File: src/rtl/uart_pkg.sv
// Shared UART definitions: FSM states, parity modes and a parity helper.
package uart_pkg;

  typedef enum logic [2:0] {
    StIdle,
    StStart,
    StData,
    StParity,
    StStop
  } uart_state_e;

  localparam int unsigned PAR_NONE = 0;
  localparam int unsigned PAR_ODD  = 1;
  localparam int unsigned PAR_EVEN = 2;

  // Unused high bits must be zero; zero-extension leaves the XOR unchanged.
  function automatic logic parity_bit(input logic [8:0] data, input int unsigned mode);
    return (mode == PAR_ODD) ? ~(^data) : ^data;
  endfunction

endpackage

File: src/rtl/uart_baud_gen.sv
// Bit-period counter: counts 0..CLK_DIV-1 and flags the last cycle of each bit.
module uart_baud_gen #(
  parameter int unsigned CLK_DIV = 16
) (
  input  logic clk,
  input  logic rst_n,
  input  logic clear,
  output logic tick
);

  localparam int unsigned CntW = $clog2(CLK_DIV);

  if (CLK_DIV < 2) begin : g_bad_clk_div
    $error("uart_baud_gen: CLK_DIV must be at least 2");
  end

  logic [CntW-1:0] cnt_q, cnt_d;

  assign tick = !clear && (cnt_q == CntW'(CLK_DIV - 1));

  // Wrap at the bit end; hold at zero while cleared.
  always_comb begin
    cnt_d = cnt_q + 1'b1;
    if (clear || tick) begin
      cnt_d = '0;
    end
  end

  // Counter register.
  always_ff @(posedge clk or negedge rst_n) begin
    if (!rst_n) begin
      cnt_q <= '0;
    end else begin
      cnt_q <= cnt_d;
    end
  end

endmodule

File: src/rtl/uart_tx_core.sv
// UART transmit engine: start bit, LSB-first data, optional parity, 1/2 stop bits,
// with a one-word holding register for gap-free back-to-back frames.
module uart_tx_core
  import uart_pkg::*;
#(
  parameter int unsigned DATA_BITS = 8,
  parameter int unsigned PARITY    = 0,
  parameter int unsigned STOP_BITS = 1,
  parameter int unsigned CLK_DIV   = 16
) (
  input  logic                 tx_clk,
  input  logic                 reset_n,
  input  logic                 tx_valid,
  input  logic [DATA_BITS-1:0] tx_data,
  output logic                 tx_ready,
  output logic                 tx_done,
  output logic                 tx_busy,
  output logic                 tx
);

  localparam int unsigned BitW = $clog2(DATA_BITS);

  if (DATA_BITS < 5 || DATA_BITS > 9) begin : g_bad_data_bits
    $error("uart_tx_core: DATA_BITS must be 5..9");
  end
  if (PARITY > PAR_EVEN) begin : g_bad_parity
    $error("uart_tx_core: PARITY must be 0, 1 or 2");
  end
  if (STOP_BITS < 1 || STOP_BITS > 2) begin : g_bad_stop_bits
    $error("uart_tx_core: STOP_BITS must be 1 or 2");
  end

  uart_state_e          state_q, state_d;
  logic [DATA_BITS-1:0] shift_q, shift_d;
  logic [DATA_BITS-1:0] hold_q, hold_d;
  logic                 hold_full_q, hold_full_d;
  logic                 par_q, par_d;
  logic [BitW-1:0]      bit_cnt_q, bit_cnt_d;
  logic                 stop_cnt_q, stop_cnt_d;
  logic                 tx_q, tx_d;
  logic                 done_q, done_d;

  logic                 bit_tick;
  logic                 accept;
  logic                 frame_end;
  logic                 load_now;
  logic [DATA_BITS-1:0] load_word;

  uart_baud_gen #(
    .CLK_DIV(CLK_DIV)
  ) u_baud (
    .clk  (tx_clk),
    .rst_n(reset_n),
    .clear(state_q == StIdle),
    .tick (bit_tick)
  );

  assign accept    = tx_valid && !hold_full_q;
  assign frame_end = (state_q == StStop) && bit_tick && (stop_cnt_q == 1'(STOP_BITS - 1));

  // State register.
  always_ff @(posedge tx_clk or negedge reset_n) begin
    if (!reset_n) begin
      state_q <= StIdle;
    end else begin
      state_q <= state_d;
    end
  end

  // Next state plus shifter, holding register and counters.
  always_comb begin
    state_d     = state_q;
    shift_d     = shift_q;
    hold_d      = hold_q;
    hold_full_d = hold_full_q;
    par_d       = par_q;
    bit_cnt_d   = bit_cnt_q;
    stop_cnt_d  = stop_cnt_q;
    done_d      = 1'b0;
    load_now    = 1'b0;
    load_word   = tx_data;

    case (state_q)
      StIdle: begin
        if (accept) begin
          state_d  = StStart;
          load_now = 1'b1;
        end
      end
      StStart: begin
        if (bit_tick) begin
          state_d   = StData;
          bit_cnt_d = '0;
        end
      end
      StData: begin
        if (bit_tick) begin
          if (bit_cnt_q == BitW'(DATA_BITS - 1)) begin
            state_d    = (PARITY == PAR_NONE) ? StStop : StParity;
            stop_cnt_d = 1'b0;
          end else begin
            bit_cnt_d = bit_cnt_q + 1'b1;
            shift_d   = shift_q >> 1;
          end
        end
      end
      StParity: begin
        if (bit_tick) begin
          state_d    = StStop;
          stop_cnt_d = 1'b0;
        end
      end
      StStop: begin
        if (frame_end) begin
          done_d = 1'b1;
          if (hold_full_q) begin
            state_d     = StStart;
            load_now    = 1'b1;
            load_word   = hold_q;
            hold_full_d = 1'b0;
          end else if (accept) begin
            state_d  = StStart;
            load_now = 1'b1;
          end else begin
            state_d = StIdle;
          end
        end else if (bit_tick) begin
          stop_cnt_d = 1'b1;
        end
      end
      default: state_d = StIdle;
    endcase

    // Words accepted mid-frame park in the holding register.
    if (accept && (state_q != StIdle) && !frame_end) begin
      hold_d      = tx_data;
      hold_full_d = 1'b1;
    end

    // Parity is taken from the loaded word, never from the live input.
    if (load_now) begin
      shift_d   = load_word;
      par_d     = parity_bit(9'(load_word), PARITY);
      bit_cnt_d = '0;
    end
  end

  // Line level for the upcoming cycle, derived from next state so tx is a flop.
  always_comb begin
    case (state_d)
      StStart:  tx_d = 1'b0;
      StData:   tx_d = shift_d[0];
      StParity: tx_d = par_d;
      default:  tx_d = 1'b1;
    endcase
  end

  // Datapath and output registers.
  always_ff @(posedge tx_clk or negedge reset_n) begin
    if (!reset_n) begin
      shift_q     <= '0;
      hold_q      <= '0;
      hold_full_q <= 1'b0;
      par_q       <= 1'b0;
      bit_cnt_q   <= '0;
      stop_cnt_q  <= 1'b0;
      tx_q        <= 1'b1;
      done_q      <= 1'b0;
    end else begin
      shift_q     <= shift_d;
      hold_q      <= hold_d;
      hold_full_q <= hold_full_d;
      par_q       <= par_d;
      bit_cnt_q   <= bit_cnt_d;
      stop_cnt_q  <= stop_cnt_d;
      tx_q        <= tx_d;
      done_q      <= done_d;
    end
  end

  assign tx       = tx_q;
  assign tx_done  = done_q;
  assign tx_ready = !hold_full_q;
  assign tx_busy  = (state_q != StIdle);

endmodule
File: config.mk
export PLATFORM = sky130hd
export DESIGN_NAME = uart_tx_core
export DESIGN_NICKNAME = d
export VERILOG_FILES = /design/src/rtl/uart_pkg.sv /design/src/rtl/uart_baud_gen.sv /design/src/rtl/uart_tx_core.sv
export SDC_FILE = /design/constraint.sdc
export NUM_CORES = 1
export LEC_CHECK = 0
export CAP_MARGIN = 10
export CORE_AREA = 3 3 59 61
export DETAILED_ROUTE_END_ITERATION = 7
export DIE_AREA = 0 0 62 64
export HOLD_SLACK_MARGIN = 0.12
export PLACE_DENSITY_LB_ADDON = 0.08
export SETUP_SLACK_MARGIN = 0.02
export SLEW_MARGIN = 0
export SYNTH_ARGS = -nofsm -noshare
export SYNTH_HDL_FRONTEND = slang
export SYNTH_SLANG_ARGS = --single-unit
File: constraint.sdc
create_clock -name tx_clk -period 2.67 [get_ports tx_clk]
set_clock_uncertainty 0.1 [all_clocks]
set_input_delay 0.534 -clock tx_clk [delete_from_list [all_inputs] [get_ports tx_clk]]
set_output_delay 0.534 -clock tx_clk [all_outputs]
set_load 0.05 [all_outputs]
==> results by group, run 1 <==
Cells and area
  • # nets final: 183
  • Fillcell total: 272
  • Final Non-Filler Cells: 214
  • Layout cell share with drive strength beyond 1: 0.2000
  • Multi-input gate area: 813.3 µm²
  • Final core area utilization: 0.6339
  • Area Growth Syn to Fin: 15.86%
  • Antenna Cells: 0
  • Reg area: ~780 µm²

Synthesis
  • Synth top area share: 0.4532
  • Largest cells by area after synthesis: dfrtp_1 45%, mux2_2 7.5%, xnor2_1 7.4%
  • Mapped Cells: 148
  • Register area share after synthesis: 0.4690
  • Yosys warnings: 0
  • Top-count cell post-synth: dfrtp_1
  • EDFF count, synth: 0
  • Syn Area/Cell: 11.19 µm²
  • Count of different cell masters after synthesis: 39
  • Async SR Flop Fraction: 1.000
  • Leading area contributor after synthesis: dfrtp_1
  • Syn Nets: approximately 160
  • Syn Std Cell Area: 1657 µm²
  • Primary FF master, synth: dfrtp_1
  • Synth top cells by count: 30 x dfrtp_1, 14 x xnor2_1, 11 x mux2_2, 11 x nor2_1
  • #FFs+latches synth: 31

Setup path
  • CP arrival: 1740 ps
  • Crit-path max FO: 9
  • R2R Setup Slk: approximately 440 ps
  • CP Class: reg -> out
  • Crit end category: output pin
  • Worst Setup Start Kind: register
  • Worst path required time: 2040 ps

Global routing
  • Initial antenna violation count: 0
  • GRT Total Usage: 0.1823
  • Vias in the first global route: 1192
  • GRT overflow: 0
  • Largest net degree at the start of global routing: 32
  • First-pass GRT wire length: 5292 µm

STA
  • Setup violators final: 0
  • Fmax: 421.5 MHz
  • Tmin final: 2372 ps
  • Smallest setup slack after layout: 297.5 ps
  • Final period util: 0.8886
  • Rel. slew slack: 0.6328
  • Hold WS: a little under 400 ps
  • Final hold violation count: 0
  • Final slew viol count: 0
  • Worst-margin pin slew: 549.4 ps
  • Setup_tns: 0 ps
  • Unrepaired setup endpoints after global routing: no

Power and ir drop
  • Worst vdd ir: 312.9 µV
  • Pleak: 0.8644 nW
  • Power Density: 523.3 nW/µm²

Clock tree
  • Cts hold-fix bufs: 0
  • Max H-tree Level: 2
  • CTS buffer count: 5
  • Clk_lat worst skew: 330 ps
  • CTS max path bufs: 2
  • Sink Count: 31
  • CTS tree: yes
  • Clock slew at reported path FFs: 100 ps
  • Root Buffer: clkbuf_4

Drt
  • Total wire length: 3019 µm
  • Antenna-violating nets left: 0
  • Post-route DRC: 0
  • DRT iter0 DRCs: 57
  • Routed WL per cell: 14.11 µm
  • TritonRoute pass-1 iters: 4
  • Vias: around 1100
  • Detailed-route vias per instance: 5.276

Outcome
  • Outcome: finished, final reports clean

Placed design
  • IO buf count: 14
  • Placed cell count: 206
  • Detailed placement HPWL: 2295 µm
  • Pre-CTS WS: 370.5 ps
  • Routability congestion estimate: about 0.87

Flow run
  • Max_cap viols: 0

Die
  • CORE AREA: 3028 µm²
  • Die ar.: 3968 µm²
  • Vert. Die Dim: 64 µm
  • # rows: 20
  • Die X: 62 µm
  • Initial Util: 0.5471
  • Boundary Pins: 15

Hold path
  • Hold WC Path Type: reg -> reg
[worst paths after layout]
check / start / end / depth (start not counted)
setup / recovery: state_q[0] / tx_busy / 3
hold / removal: u_baud.cnt_q[0] / u_baud.cnt_q[0] / 1
setup reg to reg: u_baud.cnt_q[0] / shift_q[3] / 6
hold reg to reg: u_baud.cnt_q[0] / u_baud.cnt_q[0] / 1
max in group asynchronous: reset_n / tx / 2
min in group asynchronous: reset_n / state_q[2] / 2
[state kept, by name, indices dropped and copies added (netlist names)]
signal,flops
hold_q,8
shift_q,8
u_baud.cnt_q,4
bit_cnt_q,3
state_q,3
hold_full_q,1
par_q,1
stop_cnt_q,1
tx,1
tx_done,1
[layout make-up]
type,count,area share
Clock inverter,2,0.01825
Multi-Input combinational cell,109,0.4237
Sequential cell,31,0.4048
Timing Repair Buffer,19,0.09192
Clock buffer,6,0.02673
Inverter,3,0.005867
Tap cell,44,0.02868
[report_power, final]
part	switching (mW)	internal [mW]	total (mW)
combinational	0.0477	0.0698	0.117
sequential	0.0159	0.489	0.504
clock	0.161	0.221	0.383
[kinds of logic (layout without fill, tap and decap cells)]
kind of cell	count (synthesis)	in the layout	share of synthesized area
AOI/OAI and AO/OA	26	26	0.1095
xor gates and xnor gates	15	15	0.07931
adders and majority gates	3	3	0.02266
buffers and inverters	8	30	0.04003
DFF	31	31	0.4690
muxes	21	21	0.1352
and+or+nand+nor	44	44	0.1443
[layout by cell type (no fill, tap or decap), types with 5 or more instances in the layout]
cell type        instances
mux2_2                  11
xnor2_1                 14
nand3_1                  6
mux2i_1                 10
clkbuf_4                 5
clkdlybuf4s50_1         13
nor2_1                  11
o21ai_1                  5
buf_4                    5
nand2_1                 10
a21oi_1                  5
dfrtp_1                 30
[per-stage QoR]
stage / area [µm²] / total power, mW
floorplan: 1657 / 0.5924
global placement: 1834 / 0.6308
detailed placement: 1834 / 0.6348
CTS: 1919 / 1.023
global route: 1919 / 1.060
finish: 1919 / 1.004
[repair_timing]
item / CTS / global route
setup endpoints to repair: 1 / 0
resized for setup: 1 / 0
endpoints found under the hold margin: 0 / 0
buffers inserted: 0 / 0
[critical path: stages, from the launching register on]
cell and delay (ps):
dfrtp_1 460, nor3_1 340, inv_1 150, dlygate4sd2_1 450
[layer usage]
metal,vias to the layer above,global-route usage,part of all wire
met3,5,0.05455,0.037
li1,560,-,-
met5,-,0,0
met2,19,0.3031,0.54
met1,545,0.2164,0.41
met4,0,0.06366,0.013
Note: power is estimated with default switching activity, not from simulation.
==> inputs of run 2 (changes only) <==
--- a/config.mk
+++ b/config.mk
@@ -7,6 +7,7 @@
 export LEC_CHECK = 0
 export CAP_MARGIN = 10
 export CORE_AREA = 3 3 59 61
+export CTS_CLUSTER_DIAMETER = 60
 export DETAILED_ROUTE_END_ITERATION = 7
 export DIE_AREA = 0 0 62 64
 export HOLD_SLACK_MARGIN = 0.12
==> results of run 2 <==
Same layout as run 1: the final DEF is identical, and so are final timing and power.
==> inputs of run 3 (changes only) <==
--- a/config.mk
+++ b/config.mk
@@ -6,14 +6,17 @@
 export NUM_CORES = 1
 export LEC_CHECK = 0
 export CAP_MARGIN = 10
-export CORE_AREA = 3 3 59 61
+export CELL_PAD_IN_SITES_DETAIL_PLACEMENT = 1
+export CELL_PAD_IN_SITES_GLOBAL_PLACEMENT = 2
+export CORE_AREA = 2 2 70 72
 export CTS_CLUSTER_DIAMETER = 60
 export DETAILED_ROUTE_END_ITERATION = 7
-export DIE_AREA = 0 0 62 64
+export DIE_AREA = 0 0 72 74
 export HOLD_SLACK_MARGIN = 0.12
 export PLACE_DENSITY_LB_ADDON = 0.08
 export SETUP_SLACK_MARGIN = 0.02
 export SLEW_MARGIN = 0
 export SYNTH_ARGS = -nofsm -noshare
 export SYNTH_HDL_FRONTEND = slang
+export SYNTH_HIERARCHICAL = 1
 export SYNTH_SLANG_ARGS = --single-unit
==> run 3 against run 2 <==
  * First-iteration DRC count fell by 28%
  * Combinational power rose by 25%
  * Worst setup slack improved by 37 ps
  * Routed wire length rose by 23%
==> results by group, run 3 <==
Clock tree
  • Root Buffer: clkbuf_8
  • Max H-tree Level: 2
  • CTS-repair resized insts: 0
  • Clk_lat worst skew: 280 ps
  • Post-CTS Repair Setup Buffers: 0
  • CTS buffer count: 5
  • Clock slew at reported path FFs: approximately 70 ps
  • Cts hold-fix bufs: 0
  • CTS max path bufs: 2
  • Sink Count: 31
  • CTS tree: yes

STA
  • Setup_tns: 0 ps
  • Hold WS: 391.7 ps
  • Tmin final: ~2300 ps
  • Final slew viol count: 0
  • Smallest setup slack after layout: 334.5 ps
  • Worst-margin pin slew: 653.8 ps
  • Final period util: 0.8747
  • Setup violators final: 0
  • Final hold violation count: 0
  • Unrepaired setup endpoints after global routing: no
  • Rel. slew slack: 0.5628
  • Fmax: 428.2 MHz

Die
  • Initial Util: 0.3671
  • Boundary Pins: 15
  • Die ar.: about 5300 µm²
  • Vert. Die Dim: 74 µm
  • CORE AREA: 4598 µm²
  • Die X: 72 µm
  • # rows: 25

Synthesis
  • Synth top cells by count: 30 x dfrtp_1, 18 x mux2i_1, 13 x xnor2_1
  • #FFs+latches synth: 31
  • Leading area contributor after synthesis: dfrtp_1
  • Largest cells by area after synthesis: dfrtp_1 44%, mux2i_1 11%, xnor2_1 6.7%
  • Register area share after synthesis: 0.4603
  • Syn Std Cell Area: 1688 µm²
  • Syn Area/Cell: 11.18 µm²
  • Synth top area share: 0.4448
  • Async SR Flop Fraction: 1.000
  • Syn Nets: approximately 170
  • EDFF count, synth: 0
  • Yosys warnings: 6
  • Top-count cell post-synth: dfrtp_1
  • Count of different cell masters after synthesis: 39
  • Mapped Cells: 151
  • Primary FF master, synth: dfrtp_1

Cells and area
  • Antenna Cells: 0
  • Most common cell after layout, fill and taps aside: dfrtp_1
  • Fillcell total: 502
  • Highest-count cells in the layout ignoring fill and taps: 30 x dfrtp_1, 18 x mux2i_1, 14 x clkdlybuf4s50_1
  • Final Non-Filler Cells: 229
  • Area Growth Syn to Fin: 20.83%
  • Layout cell share with drive strength beyond 1: 0.1771
  • Regs by FF count: hold_q: 8 flops, shift_q: 8 flops, u_baud/cnt_q: 4 flops
  • # nets final: about 190

Placed design
  • Detailed placement HPWL: 2787 µm
  • IO buf count: 14
  • Placed cell count: 221
  • Pre-CTS WS: 308.5 ps
  • Routability congestion estimate: 0.7058

Setup path
  • Worst Setup Start Kind: register
  • CP Depth: 7
  • R2R Setup Slk: 330 ps
  • Crit end category: register
  • CP arrival: ~2400 ps
  • Crit-path max FO: 6
  • Worst path required time: 2730 ps
  • Worst Path Buf+Inv: 0
  • Crit path max-delay family: simple AND/OR/NAND/NOR gates
  • CP Class: reg -> reg
  • Critical R2R Capture: bit_cnt_q[2]
  • Worst R2R Start: u_baud/cnt_q[0]
  • Worst Setup EP: bit_cnt_q[2]
  • Critical path cell sequence: ha_1 -> nand3_1 -> nor2_1 -> nand2b_1 -> a221oi_2 -> nor3_2 -> mux2_1
  • Launch point of the critical path: u_baud/cnt_q[0]
  • R2R cell count: 7
  • Worst path max stage delay: between 400 and 500 ps
  • Critical-path top delay cell: a221oi_2

Global routing
  • Largest net degree at the start of global routing: 20
  • Initial antenna violation count: 0
  • Vias in the first global route: 1290
  • First-pass GRT wire length: roughly 6300 µm
  • GRT overflow: 0
  • GRT Total Usage: 0.1624

Outcome
  • Outcome: finished, final reports clean

Flow run
  • Max_cap viols: 0

Power and ir drop
  • Total chip power: 1.075 mW
  • Pleak: 0.8646 nW
  • Power Density: 527.2 nW/µm²
  • Worst vdd ir: roughly 350 µV

Drt
  • Detailed-route vias per instance: 5.227
  • Antenna-violating nets left: 0
  • Total wire length: 3716 µm
  • Vias: 1197
  • DRT iter0 DRCs: 41
  • Post-route DRC: 0
  • Routed WL per cell: 16.23 µm
  • TritonRoute pass-1 iters: 4

Hold path
  • Hold WC Path Type: reg -> reg
## run 3: changes by cell type after synthesis, moves of 4 or more
cell	delta
mux2i_1	+8
inv_1	+4
nand3_1	-4
o21ai_1	-4
## run 3: per-stage QoR
stage               instance area, µm²  utilization
floorplan                         1697            -
global placement                  1939       0.4218
detailed placement                1939       0.4218
CTS                               2039       0.4435
global route                      2039       0.4435
finish                            2039       0.4435
## run 3: report_power, final
group	switching [mW]	leakage [nW]	internal, mW	total, mW
clock	0.180	0.0515	0.235	0.415
sequential	0.0186	0.372	0.496	0.515
combinational	0.0659	0.441	0.0799	0.146
## run 3: routing by layer
layer | wire [µm] | global-route usage
met3 | 152 | 0.04472
met5 | 0 | 0
met4 | 61 | 0.06918
met1 | 1683 | 0.2084
met2 | 1819 | 0.2603
## run 3: cell type report
cell class / count / area, µm² / area share
clock buffers: 8 / 100.1 / 0.04908
flip-flops and latches: 31 / 777.0 / 0.3810
well taps: 54 / 67.56 / 0.03313
multi-input cells: 108 / 863.3 / 0.4233
inverters: 7 / 26.28 / 0.01288
repair buffers: 21 / 205.2 / 0.1006
## run 3: worst min path at each step
stage	slack, ps	cells past startpoint	from	to
after global routing	420	1	u_baud/cnt_q[0]	u_baud/cnt_q[0]
after detailed placement	390	1	stop_cnt_q	stop_cnt_q
final	390	1	u_baud/cnt_q[0]	u_baud/cnt_q[0]
after floorplan	140	0	reset_n	bit_cnt_q[0]
after global placement	370	1	u_baud/cnt_q[0]	u_baud/cnt_q[0]
after CTS	400	1	u_baud/cnt_q[0]	u_baud/cnt_q[0]
## run 3: cells by family (layout without fill, tap and decap cells)
family | count (synthesis) | count (layout) | synth area share
and+or+nand+nor | 39 | 39 | 0.1320
DFF | 31 | 31 | 0.4603
muxes | 29 | 29 | 0.1801
AOI/OAI and AO/OA | 22 | 22 | 0.09489
xor gates and xnor gates | 15 | 15 | 0.07784
buffers and inverters | 12 | 36 | 0.03262
adders and majority gates | 3 | 3 | 0.02224
## run 3: worst register-to-register path: stages (launching register included)
cell      delay, ps
dfrtp_1         390
ha_1            240
nand3_1         100
nor2_1          200
nand2b_1        210
a221oi_2        490
nor3_2          140
mux2_1          340
